--- src/rtl/planificador_cuenta.sv ---
// planificador_cuenta: round-robin scheduler that shares a single counting
// unit between N_REQ requesters. One job at a time: grant, launch the
// counter with a one-cycle start pulse, wait for fin or a timeout, then
// report the result with a one-cycle done pulse to the granted requester.
module planificador_cuenta #(
  parameter int N_REQ   = 4,
  parameter int W_IN    = 3,
  parameter int W_OUT   = 4,
  parameter int TIMEOUT = 32
) (
  input  logic                    clk,
  input  logic                    reset,
  input  logic [N_REQ-1:0]        req,
  input  logic [N_REQ*W_IN-1:0]   op_in,
  output logic [N_REQ-1:0]        done,
  output logic [W_OUT-1:0]        result,
  output logic                    err,
  output logic                    busy,
  output logic [W_IN-1:0]         cnt_entrada,
  output logic                    cnt_start,
  input  logic [W_OUT-1:0]        cnt_salida,
  input  logic                    cnt_fin
);

  localparam int IDX_W = (N_REQ > 1) ? $clog2(N_REQ) : 1;
  localparam int TMR_W = $clog2(TIMEOUT + 1);

  localparam logic [1:0] ST_IDLE   = 2'd0;
  localparam logic [1:0] ST_LAUNCH = 2'd1;
  localparam logic [1:0] ST_WAIT   = 2'd2;
  localparam logic [1:0] ST_REPORT = 2'd3;

  localparam logic [IDX_W-1:0] LAST_IDX = IDX_W'(N_REQ - 1);
  localparam logic [TMR_W-1:0] TMR_LAST = TMR_W'(TIMEOUT - 1);
  localparam logic [N_REQ-1:0] ONE_HOT0 = {{(N_REQ-1){1'b0}}, 1'b1};

  logic [1:0]        state_r;
  logic [IDX_W-1:0]  ptr_r;
  logic [IDX_W-1:0]  gnt_r;
  logic [TMR_W-1:0]  timer_r;
  logic [N_REQ-1:0]  done_r;
  logic [W_OUT-1:0]  result_r;
  logic              err_r;
  logic              busy_r;
  logic [W_IN-1:0]   entrada_r;
  logic              start_r;

  logic              any_found_s;
  logic              up_found_s;
  logic [IDX_W-1:0]  any_idx_s;
  logic [IDX_W-1:0]  up_idx_s;
  logic [IDX_W-1:0]  grant_idx_s;
  logic [W_IN-1:0]   op_sel_s;

  // Round-robin pick: the lowest requesting index at or above ptr wins;
  // if none exists the search wraps to the lowest requesting index overall.
  // Scanning downward lets the last hit be the lowest index.
  always_comb begin
    any_found_s = 1'b0;
    up_found_s  = 1'b0;
    any_idx_s   = {IDX_W{1'b0}};
    up_idx_s    = {IDX_W{1'b0}};
    for (int i = N_REQ - 1; i >= 0; i--) begin
      any_found_s = any_found_s | req[i];
      any_idx_s   = req[i] ? IDX_W'(i) : any_idx_s;
      up_found_s  = up_found_s | (req[i] & (i >= int'(ptr_r)));
      up_idx_s    = (req[i] && (i >= int'(ptr_r))) ? IDX_W'(i) : up_idx_s;
    end
    grant_idx_s = up_found_s ? up_idx_s : any_idx_s;
    op_sel_s    = op_in[int'(grant_idx_s)*W_IN +: W_IN];
  end

  // Scheduler FSM and all registered outputs.
  always_ff @(posedge clk) begin
    if (reset) begin
      state_r   <= ST_IDLE;
      ptr_r     <= {IDX_W{1'b0}};
      gnt_r     <= {IDX_W{1'b0}};
      timer_r   <= {TMR_W{1'b0}};
      done_r    <= {N_REQ{1'b0}};
      result_r  <= {W_OUT{1'b0}};
      err_r     <= 1'b0;
      busy_r    <= 1'b0;
      entrada_r <= {W_IN{1'b0}};
      start_r   <= 1'b0;
    end else begin
      case (state_r)
        ST_IDLE: begin
          if (any_found_s) begin
            // Operand is frozen here; later op_in changes cannot touch this job.
            gnt_r     <= grant_idx_s;
            entrada_r <= op_sel_s;
            start_r   <= 1'b1;
            busy_r    <= 1'b1;
            state_r   <= ST_LAUNCH;
          end else begin
            state_r   <= ST_IDLE;
          end
        end
        ST_LAUNCH: begin
          // cnt_fin may still be high from the previous job, so it is not looked at here.
          start_r <= 1'b0;
          timer_r <= {TMR_W{1'b0}};
          state_r <= ST_WAIT;
        end
        ST_WAIT: begin
          timer_r <= timer_r + TMR_W'(1);
          // fin is tested first so that it wins a tie with the timeout.
          if (cnt_fin) begin
            result_r <= cnt_salida;
            err_r    <= 1'b0;
            done_r   <= ONE_HOT0 << gnt_r;
            state_r  <= ST_REPORT;
          end else if (timer_r == TMR_LAST) begin
            result_r <= {W_OUT{1'b0}};
            err_r    <= 1'b1;
            done_r   <= ONE_HOT0 << gnt_r;
            state_r  <= ST_REPORT;
          end else begin
            state_r  <= ST_WAIT;
          end
        end
        ST_REPORT: begin
          done_r  <= {N_REQ{1'b0}};
          busy_r  <= 1'b0;
          ptr_r   <= (gnt_r == LAST_IDX) ? {IDX_W{1'b0}} : gnt_r + IDX_W'(1);
          state_r <= ST_IDLE;
        end
        default: begin
          done_r  <= {N_REQ{1'b0}};
          start_r <= 1'b0;
          busy_r  <= 1'b0;
          state_r <= ST_IDLE;
        end
      endcase
    end
  end

  assign done        = done_r;
  assign result      = result_r;
  assign err         = err_r;
  assign busy        = busy_r;
  assign cnt_entrada = entrada_r;
  assign cnt_start   = start_r;

endmodule

--- config.mk ---
export PLATFORM = sky130hd
export DESIGN_NAME = planificador_cuenta
export DESIGN_NICKNAME = d
export VERILOG_FILES = /design/src/rtl/planificador_cuenta.sv
export SDC_FILE = /design/constraint.sdc
export NUM_CORES = 1
export LEC_CHECK = 0
export CAP_MARGIN = 20
export CORE_AREA = 2 2 69 54
export DETAILED_ROUTE_END_ITERATION = 16
export DIE_AREA = 0 0 71 56
export PLACE_DENSITY = 0.8
export SYNTH_ARGS = -nofsm -noshare
export SYNTH_HDL_FRONTEND = slang
export SYNTH_SLANG_ARGS = --single-unit
--- constraint.sdc ---
create_clock -name clk -period 1.67 [get_ports clk]
set_input_delay 0.2505 -clock clk [delete_from_list [all_inputs] [get_ports clk]]
set_output_delay 0.2505 -clock clk [all_outputs]
set_load 0.02 [all_outputs]
Word level (Yosys, flattened, before mapping). Index checks and enable logic that the tools add are counted.

Add/sub/neg operators: 2. Multiply operators: 1. Magnitude comparators: 3. Eq/ne operators: 7. Shifts and indexed selects: 2. Muxes and demuxes: 24. Bitwise operators: 9. Reductions and logical operators: 14.

Operators with widths (number): $mux W2 (9); $mux W4 (4); $pmux W6 S2 (1); $shiftx A12 B5 Y3 (1); $reduce_and A2 Y1 (5); $reduce_bool A2 Y1 (5); $pmux W2 S4 (1); $pmux W4 S2 (1); $add A6 B1 Y6 const B (1); $eq A2 B2 Y1 const B (3); $eq A6 B5 Y1 const B (1); $mux W1 (6); $or A1 B1 Y1 (6); $ge A1 B2 Y1 const A (2); $mul A2 B2 Y4 const B (1); $pmux W1 S2 (2); $shl A1 B2 Y4 const A (1); $and A1 B1 Y1 (3); $logic_and A1 B1 Y1 (3); $ne A3 B3 Y1 const B (1); $add A2 B1 Y2 const B (1); $eq A2 B1 Y1 const B (1); $ge A2 B2 Y1 const A (1); $logic_not A2 Y1 (1); $ne A2 B2 Y1 const B (1).

Register bits after elaboration: 26. Output and inout port bits: 14. Logic and storage cells: 72.

Longest topological paths before layout.
Depth after elaboration: 8. Depth in mapped cells: 9.

Worst setup path after synthesis. No wires, ideal clock.

Kind: register -> register. From: reg state_r[0]. To: reg done_r[3] (netlist: done[3]). Library setup time: 128 ps. Arrival: 1562 ps. Slack: -19 ps. Cell stages (with the launch flop): 10. Path buffers: 2. Clock period less this slack: 1689 ps. Cells stage by stage: dfxtp_1 inv_1 ha_1 and2_4 buf_6 a31o_1 buf_6 mux2i_1 a2bb2oi_1 nor2_1.

Cells in the longest elaborated chain, start to end: 3. Elaborated cells on any way between the ends: 6.

RTL lines: start: declaration (line 37) `logic [1:0] state_r;`; start signal: assignment (line 76) `state_r <= ST_IDLE;`; start signal: assignment (line 95) `state_r <= ST_LAUNCH;`; start signal: assignment (line 97) `state_r <= ST_IDLE;`; $eq A2 B2 Y1 (line 87) `case (state_r)`; $ne A3 B3 Y1 (no source line) or $reduce_bool A2 Y1 (tied branches); $reduce_and A2 Y1 (no source line); end signal: assignment (line 80) `done_r <= {N_REQ{1'b0}};`; end signal: assignment (line 112) `done_r <= ONE_HOT0 << gnt_r;`; end signal: assignment (line 117) `done_r <= ONE_HOT0 << gnt_r;`; end: declaration (line 41) `logic [N_REQ-1:0] done_r;`.

Parallel ways exist; a longest one is shown, timed or not. A chain may end at the register's enable or synchronous reset.

Worst setup path after layout.
From: in req[1]. To: reg entrada_r[1] (netlist: cnt_entrada[1]).

Cells in the longest elaborated chain, start to end: 6. Elaborated cells on any way between the ends: 14.

RTL lines: start: declaration (line 13) `input logic [N_REQ-1:0] req,`; $and A1 B1 Y1 or $logic_and A1 B1 Y1 (tied branches) (line 66, 67); $or A1 B1 Y1 or $mux W2 (tied branches) (2 in a row) (line 66, 67); $mux W2 (line 69) `grant_idx_s = up_found_s ? up_idx_s : any_idx_s;`; $mul A2 B2 Y4 (line 70) `op_sel_s = op_in[int'(grant_idx_s)*W_IN +: W_IN];`; $shiftx A12 B5 Y3 (line 70); end signal: assignment (line 84) `entrada_r <= {W_IN{1'b0}};`; end signal: assignment (line 92) `entrada_r <= op_sel_s;`; end: declaration (line 45) `logic [W_IN-1:0] entrada_r;`.

Parallel ways exist; a longest one is shown, timed or not.

==> summary.md <==
| Metric | Value |
|---|---|
| Skew-Pair Late Insertion Delay | 280 ps |
| Wirelength per Cell | 13.68 µm |
| Pre-CTS setup slack | -208.1 ps |
| Routed Antenna Nets | 0 |
| Leading area contributor after synthesis | dfxtp_1 |
| DR vias | 1202 |
| Top cells by area, synth | dfxtp_1 38%, mux2i_1 11%, ha_1 9.1% |
| Largest net degree at the start of global routing | 16 |
| Post-CTS Setup Inserts | 0 |
| Max stage delay on crit path | 450 ps |
| Maximum fanout along the worst path | 7 |
| Min Clock Period, post-route | ~1600 ps |
| Arr. time, crit path | 1720 ps |
| Worst hold path class | register to register |
| Synth top area share | 0.3785 |
| Pins over their slew limit | 0 |
| Layout Cells excl Fill | 236 |
| F_max | 634.4 MHz |
| Tot GR Track Use | 0.1618 |
| Routed wire length | 3.228 mm |
| DIE AREA | 3976 µm² |
| Num Clock Sinks | 26 |
| Synthesis-stage register bit count | 26 |
| Ys Warns | 0 |
| Crit Path Class | primary input to register |
| PortBufs | 36 |
| Power density over cell area | 1012 nW/µm² |
| Diodes inserted | 0 |
| DR pass1 iterations | 4 |
| DRT iter0 DRCs | 54 |
| # rows | 18 |
| Nets | 230 |
| Static Leak | 0.7533 nW |
| Mapped Nets | about 180 |
| Maximum VDD drop | about 0.41 mV |
| Maximum clock path buffer count | 2 |
| Area Overhead vs Synth | 40.58% |
| RSZ-0062 raised after global routing | no |
| Startpoint Class | primary input |
| Req. time, crit path | 1820 ps |
| Outcome | complete, no violations |
| Hold Vio Cnt, Final | 0 |
| Routability-driven placement congestion ratio | 0.8438 |
| Synthesized area per cell | 9.167 µm² |
| Fillcell total | approximately 270 |
| First-pass GRT wire length | 5.126 mm |
| Chip Height | 56 µm |
| Slew HR | 0.7500 |
| Mapped Area | 1375 µm² |
| Vias per inst | 5.093 |
| Final worst slack | roughly 94 ps |
| IO Count | 37 |
| Worst path cell trace | clkdlybuf4s50_1 > buf_4 > a21oi_1 > o21ai_1 > o2bb2a_4 > mux2i_2 > o221ai_1 |
| Htree depth | 1 |
| Initial antenna violation count | 0 |
| Core footprint | 3266 µm² |
| Cells after DPL | 232 |
| Seq/Total Area, Yosys | 0.3785 |
| Kind of end point of the critical path | register |
| Clock skew | 4.713 ps |
| Initial core utilization | 0.4211 |
| Vias in the first global route | 1199 |
| Fin crit share | 0.9440 |
| DP Wirelength | 2.474 mm |
| CTS root buffer | clkbuf_8 |
| Number of remaining DRC errors | 0 |
| Worst slew pin tran | 373.8 ps |
| Synth Instances | 150 |
| Layout cells sized above 1 | 0.1480 |
| CTS tree | built |
| Final design utilization | 0.5920 |
| Die Width | 71 µm |
| Final setup viols | 0 |
| Unique masters post-synth | 31 |
| Max-cap violations | 0 |
| Congestion Overflow GR | 0 |
| CP max-delay cell | clkdlybuf4s50_1 |
| CTS clk-pin slew, worst paths | 90 ps |
| CTS buffer count | 3 |
## metrics by stage
| step | hold WS, ps | area, µm² | setup TNS, ps | total power, mW |
|---|---|---|---|---|
| 3_3_place_gp | 443.2 | 1837 | -360.4 | 1.380 |
| 5_1_grt | 483.6 | 1933 | 0 | 2.051 |
| 4_1_cts | 469.4 | 1908 | 0 | 1.949 |
| 3_5_place_dp | 455.8 | 1837 | -755.7 | 1.412 |
| 2_1_floorplan | 386.5 | 1378 | 0 | 1.148 |
| 6_report | 465.7 | 1933 | 0 | 1.957 |
## cell type report
type                    instances  area [µm²]  share of cell area
inverters                       9       33.78             0.01748
clock inverters                 1       30.03             0.01553
clock buffers                   3       41.29             0.02136
flip-flops and latches         26       523.0              0.2706
well taps                      40       50.05             0.02589
multi-input cells             107       787.0              0.4071
repair buffers                 50       467.9              0.2421
## logic make-up (layout without fill, tap and decap cells)
logic type      count (synthesis)  in the layout  synth area share
simple gates                   51             51            0.1884
flops                          26             26            0.3785
buf+inv                        17             63           0.06551
compound gates                 28             28            0.1483
fa+ha+maj                      10             10           0.09099
xor+xnor                        3              3           0.01911
mux                            15             15            0.1092
## worst paths after layout
kind                                 end  slack (ps)              startpoint  depth (start not counted)
max          cnt_entrada[1]$_SDFFE_PP0P_          90                  req[1]                          7
min               result[1]$_SDFFE_PP0P_         470  result[1]$_SDFFE_PP0P_                          2
max reg2reg  cnt_entrada[1]$_SDFFE_PP0P_          90   ptr_r[1]$_SDFFE_PP0P_                          5
min reg2reg       result[1]$_SDFFE_PP0P_         470  result[1]$_SDFFE_PP0P_                          2
## routing by layer
layer / routed length [µm] / up-vias / track usage / part of all wire
met5: 0 / - / 0 / 0
met3: 164 / 6 / 0.03623 / 0.051
met1: 1454 / 551 / 0.1909 / 0.45
met4: 62 / 0 / 0.08086 / 0.019
met2: 1546 / 34 / 0.2750 / 0.48
li1: - / 611 / - / -
## synthesized netlist by cell type
master / number
dfxtp_1: 26
nor2_1: 18
mux2i_1: 15
a21oi_1: 12
ha_1: 10
nand2_1: 10
inv_1: 9
nand3_1: 6
nand2b_1: 5
a2bb2oi_1: 4
clkbuf_1: 4
nand3b_1: 4
buf_6: 3
o221ai_1: 3
xor2_1: 3
a211oi_1: 2
nand4_1: 2
a21o_1: 1
a311oi_2: 1
a31o_1: 1
a31oi_1: 1
and2_4: 1
and4b_1: 1
buf_4: 1
nor2_2: 1
nor2b_1: 1
nor4_2: 1
o21ai_0: 1
o21ai_1: 1
o2bb2a_4: 1
or3_1: 1
## state kept, by name (all words and copies together), names as in the netlist
signal       cells
busy             1
err              1
timer_r          6
cnt_start        1
state_r          2
done             4
cnt_entrada      3
gnt_r            2
result           4
ptr_r            2
## critical path: cells and delay by family
kind            cells  cell delay, ps
compound gates      4             640
buf+inv             2             610
mux                 1             220
## placed cells by master (no fill, tap or decap), drive strengths merged, types with 2 or more instances in the layout
cell and instances:
nand3 6, a2bb2oi 4, nand2 10, inv 9
buf 14, nand2b 5, mux2i 15, clkdlybuf4s50 35
o221ai 3, clkbuf 3, xor2 3, nor2 19
ha 10, a211oi 2, a21oi 12, dfxtp 26
nand4 2, o21ai 2, nand3b 4
## power by group
group          switching [mW]  internal (mW)  leakage, nW
clock                   0.208          0.321       0.0357
sequential             0.0479          0.689        0.212
combinational           0.340          0.350        0.505
total                   0.596           1.36        0.753
## repair_timing
| item | CTS | global route |
|---|---|---|
| resized for setup | 1 | 7 |
| hold buffers | 0 | 0 |
| pin swaps | 0 | 2 |
| setup endpoints to repair | 1 | 6 |
| endpoints found under the hold margin | 0 | 0 |
Note: power is estimated with default switching activity, not from simulation.
